File: src/rtl/uart_pkg.sv
`timescale 1ns/1ps
`default_nettype none
// ============================================================================
//  Package    : uart_pkg
//  Description: Shared definitions for the UART receiver: frame defaults,
//               receiver state encoding and the state-LED decode helper.
//  Revision   : 1.0 - initial release
// ============================================================================
package uart_pkg;

  localparam int N_DEF           = 8;    // data bits per frame
  localparam int COUNT_TICKS_DEF = 16;   // oversampling ticks per bit
  localparam int COUNT_DEF       = 131;  // clk cycles per oversampling tick

  typedef enum logic [1:0] {
    IDLE  = 2'd0,
    START = 2'd1,
    DATA  = 2'd2,
    STOP  = 2'd3
  } state_e;

  // One-hot LED image {STOP,DATA,START,IDLE} of a receiver state.
  function automatic logic [3:0] state_onehot(input state_e st);
    return 4'b0001 << st;
  endfunction

endpackage
`default_nettype wire

File: src/rtl/baud_tick_gen.sv
`timescale 1ns/1ps
`default_nettype none
// ============================================================================
//  Module     : baud_tick_gen
//  Description: Free-running divider; o_tick is high for the single clk in
//               which the counter sits at COUNT-1, then the counter wraps.
//  Revision   : 1.0 - initial release
// ============================================================================
module baud_tick_gen
  import uart_pkg::*;
#(
  parameter int COUNT = COUNT_DEF
) (
  input  logic clk,
  input  logic reset,    // asynchronous, active-low
  output logic o_tick
);

  localparam int            CW   = (COUNT > 1) ? $clog2(COUNT) : 1;
  localparam logic [CW-1:0] LAST = CW'(COUNT - 1);

  logic [CW-1:0] cnt_q;
  logic [CW-1:0] cnt_d;

  // Next count: wrap to zero after the terminal value.
  always_comb begin
    cnt_d = (cnt_q == LAST) ? '0 : cnt_q + 1'b1;
  end

  // Divider counter register.
  always_ff @(posedge clk or negedge reset) begin
    if (!reset) cnt_q <= '0;
    else        cnt_q <= cnt_d;
  end

  assign o_tick = (cnt_q == LAST);

endmodule
`default_nettype wire

File: src/rtl/uart_rx_baud.sv
`timescale 1ns/1ps
`default_nettype none
// ============================================================================
//  Module     : uart_rx_baud
//  Description: 8N1 UART receiver, LSB first, 16x oversampling, with an
//               integrated baud-tick generator. Emits each received byte on
//               data_out together with a one-clk valid strobe.
//  Options    : UART_RX_FRAMING_CHECK_EN - adds frame_err output; a frame
//               whose stop bit samples low is dropped and flagged instead.
//  Revision   : 1.0 - initial release
// ============================================================================
module uart_rx_baud
  import uart_pkg::*;
#(
  parameter int N           = N_DEF,
  parameter int COUNT_TICKS = COUNT_TICKS_DEF,
  parameter int COUNT       = COUNT_DEF
) (
  input  logic         clk,
  input  logic         reset,       // asynchronous, active-low
  input  logic         rx,          // idle high, asynchronous to clk
  output logic [N-1:0] data_out,
  output logic         valid,
  output logic         started,
  output logic [3:0]   state_leds,
  output logic         o_tick
`ifdef UART_RX_FRAMING_CHECK_EN
  ,
  output logic         frame_err
`endif
);

  localparam int            SW     = (COUNT_TICKS > 2) ? $clog2(COUNT_TICKS) : 1;
  localparam int            NW     = (N > 2) ? $clog2(N) : 1;
  localparam logic [SW-1:0] S_HALF = SW'(COUNT_TICKS / 2 - 1);
  localparam logic [SW-1:0] S_LAST = SW'(COUNT_TICKS - 1);
  localparam logic [NW-1:0] N_LAST = NW'(N - 1);

  logic tick;

  baud_tick_gen #(.COUNT(COUNT)) u_baud (
    .clk    (clk),
    .reset  (reset),
    .o_tick (tick)
  );

  assign o_tick = tick;

  logic         rx_meta_q, rx_s_q;
  state_e       state_q, state_d;
  logic [SW-1:0] s_q, s_d;
  logic [NW-1:0] n_q, n_d;
  logic [N-1:0] shift_q, shift_d;
  logic [N-1:0] data_q, data_d;
  logic         valid_q, valid_d;
`ifdef UART_RX_FRAMING_CHECK_EN
  logic         ferr_q, ferr_d;
`endif

  // Two-flop synchronizer for rx; resets to the idle (high) level.
  always_ff @(posedge clk or negedge reset) begin
    if (!reset) begin
      rx_meta_q <= 1'b1;
      rx_s_q    <= 1'b1;
    end else begin
      rx_meta_q <= rx;
      rx_s_q    <= rx_meta_q;
    end
  end

  // Next-state logic: advances only on baud ticks once a frame has started.
  always_comb begin
    state_d = state_q;
    s_d     = s_q;
    n_d     = n_q;
    shift_d = shift_q;
    data_d  = data_q;
    valid_d = 1'b0;
`ifdef UART_RX_FRAMING_CHECK_EN
    ferr_d  = 1'b0;
`endif
    case (state_q)
      IDLE: begin
        if (!rx_s_q) begin
          state_d = START;
          s_d     = '0;
        end
      end
      START: begin
        if (tick) begin
          if (s_q == S_HALF) begin
            s_d = '0;
            n_d = '0;
            // Still low at mid start bit: a real frame, otherwise a glitch.
            state_d = rx_s_q ? IDLE : DATA;
          end else begin
            s_d = s_q + 1'b1;
          end
        end
      end
      DATA: begin
        if (tick) begin
          if (s_q == S_LAST) begin
            s_d     = '0;
            shift_d = {rx_s_q, shift_q[N-1:1]};
            if (n_q == N_LAST) state_d = STOP;
            else               n_d     = n_q + 1'b1;
          end else begin
            s_d = s_q + 1'b1;
          end
        end
      end
      STOP: begin
        if (tick) begin
          if (s_q == S_LAST) begin
            s_d     = '0;
            state_d = IDLE;
`ifdef UART_RX_FRAMING_CHECK_EN
            if (!rx_s_q) begin
              ferr_d = 1'b1;
            end else begin
              data_d  = shift_q;
              valid_d = 1'b1;
            end
`else
            data_d  = shift_q;
            valid_d = 1'b1;
`endif
          end else begin
            s_d = s_q + 1'b1;
          end
        end
      end
      default: state_d = IDLE;
    endcase
  end

  // Receiver state and datapath registers.
  always_ff @(posedge clk or negedge reset) begin
    if (!reset) begin
      state_q <= IDLE;
      s_q     <= '0;
      n_q     <= '0;
      shift_q <= '0;
      data_q  <= '0;
      valid_q <= 1'b0;
`ifdef UART_RX_FRAMING_CHECK_EN
      ferr_q  <= 1'b0;
`endif
    end else begin
      state_q <= state_d;
      s_q     <= s_d;
      n_q     <= n_d;
      shift_q <= shift_d;
      data_q  <= data_d;
      valid_q <= valid_d;
`ifdef UART_RX_FRAMING_CHECK_EN
      ferr_q  <= ferr_d;
`endif
    end
  end

  assign data_out   = data_q;
  assign valid      = valid_q;
  assign started    = (state_q != IDLE);
  assign state_leds = state_onehot(state_q);
`ifdef UART_RX_FRAMING_CHECK_EN
  assign frame_err  = ferr_q;
`endif

endmodule
`default_nettype wire

File: config.mk
export PLATFORM = sky130hd
export DESIGN_NAME = uart_rx_baud
export DESIGN_NICKNAME = d
export VERILOG_FILES = /design/src/rtl/uart_pkg.sv /design/src/rtl/baud_tick_gen.sv /design/src/rtl/uart_rx_baud.sv
export SDC_FILE = /design/constraint.sdc
export NUM_CORES = 1
export LEC_CHECK = 0
export BUFFER_PORTS_ARGS = -buffer_cell sky130_fd_sc_hd__buf_2
export CAP_MARGIN = 20
export CORE_MARGIN = 1.5
export CORE_UTILIZATION = 30
export DETAILED_ROUTE_END_ITERATION = 10
export GPL_ROUTABILITY_DRIVEN = 0
export GPL_TIMING_DRIVEN = 1
export SYNTH_ARGS = -nofsm -noshare
export SYNTH_HDL_FRONTEND = slang
export SYNTH_SLANG_ARGS = --single-unit
File: constraint.sdc
create_clock -name clk -period 4.3 [get_ports clk]
set_input_delay 0.215 -clock clk [delete_from_list [all_inputs] [get_ports clk]]
set_output_delay 0.215 -clock clk [all_outputs]
set_load 0.1 [all_outputs]
==> results.md <==
- Critical path required time: 4.09 ns
- Reg2Reg Setup Slack: approximately 1.7 ns
- CP max FO: 7
- Critical Path Start Type: flip-flop
- Clock Tree Buf Depth: 2
- Most common cell after layout, fill and taps aside: dfrtp_1
- Num CTS Buffers: 5
- Std cell rows: 26
- Worst flop-to-flop path startpoint: u_baud.cnt_q[0]
- Placed cells: around 220
- CTS tree: yes
- Number of synthesized flops with an enable pin: 0
- Initial DRT Pass Iterations: 4
- Drc violations: 0
- PortBufs: 17
- Mapped Cells: approximately 130
- Die H: roughly 77 µm
- Setup crit end kind: output port
- Minimum clock period: about 2.7 ns
- Synth Flop Type: dfrtp_1
- Area Overhead vs Synth: 16.3%
- Final period utilization: between 60% and 70%
- Initial antenna violation count: 0
- Setup Fix Bufs, Post-CTS: 0
- Initial Util: a little under a third
- Pwr dens: around 330 nW/µm²
- Worst-path clk slew: 0.07 ns
- Rel. slew slack: 48.5%
- Final Setup Violations: 0
- Share of cells above drive strength 1: roughly a third
- Final hold vios: 0
- Worst Path Arrival: 2.52 ns
- Wire per inst: about 13 µm
- Worst Hold Class: in -> async
- IO Pins: 18
- Yosys Warn Count: 0
- Outcome: finished, final reports clean
- RSZ-0062 raised after global routing: false
- Pin count of the biggest net entering global routing: 37
- Setup CP Type: reg -> out
- Post-route insts no fill: 225
- Worst-Margin Slew: around 0.77 ns
- CTS root buffer: clkbuf_8
- Antenna cells: 0
- Antenna Nets Post-Route: 0
- Setup_tns: 0 ns
- Final net count: between 150 and 200
- Reg-to-reg endpoint: shift_q[6]
- Clk_skew: between 0.005 and 0.006 ns
- Grt ovf: 0
- Post-Place Setup Slack: around 1.7 ns
- Post_cts resized: 0
- Worst vdd ir: 124 µV
- Vias: around 1.1k
- Clk_lat worst skew: ~0.28 ns
- Clock Sinks: 36
- H-tree levels: 2
- Die area: roughly 5900 µm²
- First-pass GRT wire length: roughly 4800 µm
- Vias in the first global route: 1071
- #FFs+latches synth: 36
- Pleak: between 0.9 and 1 nW
- Commonest non-fill, non-tap cells in the layout: 34 x dfrtp_1, 17 x mux2_2, 17 x buf_2, 8 x inv_1, 6 x nor2_1
- Ys async rst share: 100%
- Reg2Reg Depth: 6
- GRT Util Overall: between 10% and 20%
- Maxcap violations: 0
- Hold_buf cts: 0
- Count of cell types in the netlist: 38
- Detail Placement HPWL: 2000 µm
- Register area share after synthesis: 55.2%
- Drt via density: roughly 4.8
- Max-slew violations: 0
- Setup WS post-layout: about 1.6 ns
- Netlist Area Pre-Place: 1640 µm²
- Total wire length: between 2000 and 3000 µm
- Mean Syn Cell Area: 12.2 µm²
- Peak Freq: ~370 MHz
- CP startpoint: u_baud.cnt_q[0]
- Mapped Nets: about 140
- Die Wd: between 70 and 80 µm
- Initial DRC Count: 32
- Core box area: 5170 µm²
==> worst max-delay path, cell delays in order, from the launching register on <==
cell	delay, ns
dfrtp_1	0.42
inv_1	0.07
ha_1	0.13
or4b_1	0.56
or2_2	0.40
inv_1	0.20
buf_2	0.47
==> power by group <==
| part | internal [W] | total (W) | switching [W] |
|---|---|---|---|
| Sequential | 0.000340 | 0.000341 | 0.000000805 |
| Combinational | 0.000000722 | 0.00000708 | 0.00000636 |
| Clock | 0.000171 | 0.000290 | 0.000118 |
==> synthesized netlist by cell type (3+ instances only) <==
| master | instances | area share [%] |
|---|---|---|
| xnor2_1 | 5 | 2.7 |
| nand3_1 | 4 | 1.2 |
| clkbuf_1 | 3 | 0.69 |
| nand2_1 | 4 | 0.92 |
| mux2_2 | 17 | 12 |
| a22o_1 | 5 | 2.7 |
| inv_1 | 8 | 1.8 |
| a31oi_1 | 3 | 1.1 |
| dfrtp_1 | 34 | 52 |
| nand4_1 | 3 | 1.1 |
| o21ai_0 | 3 | 0.92 |
| ha_1 | 5 | 3.8 |
| nor3_1 | 4 | 1.2 |
| nor2_1 | 6 | 1.4 |
==> registers in the layout, indices dropped and copies added (netlist names), named ones only <==
register and count:
data_out 8, shift_q 8, u_baud.cnt_q 8, s_q 4, n_q 3, rx_meta_q 1
rx_s_q 1, state_q 1, valid 1
==> metal layers <==
layer  global-route usage [%]  vias up  routed length (µm)
li1                         -      523                   -
met1                     12.2      521                1320
met2                     17.3       31                1350
met3                     3.33        2                 118
met4                     4.44        0                  30
met5                        0        -                   0
==> how the worst max path moves through the flow <==
stage | slack [ns] | cells after the start | endpoint
after floorplan | 0.67 | 6 | s_q[2]
after global placement | 1.73 | 6 | shift_q[2]
after detailed placement | 1.65 | 6 | shift_q[1]
after CTS | 1.55 | 6 | o_tick
after global routing | 1.40 | 6 | o_tick
final | 1.56 | 6 | o_tick
==> layout make-up <==
cell class | count | area [µm²]
clock buffer | 5 | 68.8
clock inverter | 3 | 42.5
fill | 507 | 3270
inverter | 8 | 30.0
multi-input combinational | 86 | 688
sequential | 36 | 903
tap | 70 | 87.6
timing repair buffer | 17 | 85.1
==> metrics by stage <==
step / cell area [µm²] / hold WS, ns / utilization (%) / total power (W)
6_report: 1910 / 0.0120 / 36.8 / 0.000638
4_1_cts: 1910 / 0.0218 / 36.8 / 0.000647
2_1_floorplan: 1640 / -0.0806 / - / 0.000347
3_5_place_dp: 1790 / 0.322 / 34.7 / 0.000355
5_1_grt: 1910 / 0.0112 / 36.8 / 0.000668
3_3_place_gp: 1790 / 0.320 / 34.7 / 0.000355
==> logic make-up after synthesis <==
| logic type | Yosys count | share of synthesized area [%] |
|---|---|---|
| and+or+nand+nor | 35 | 12.9 |
| xor gates and xnor gates | 7 | 3.74 |
| buffers and inverters | 12 | 2.83 |
| AOI/OAI and AO/OA | 22 | 9.86 |
| DFF | 36 | 55.2 |
| adders and majority gates | 5 | 3.82 |
| muxes | 17 | 11.7 |
Note: power is estimated with default switching activity, not from simulation.
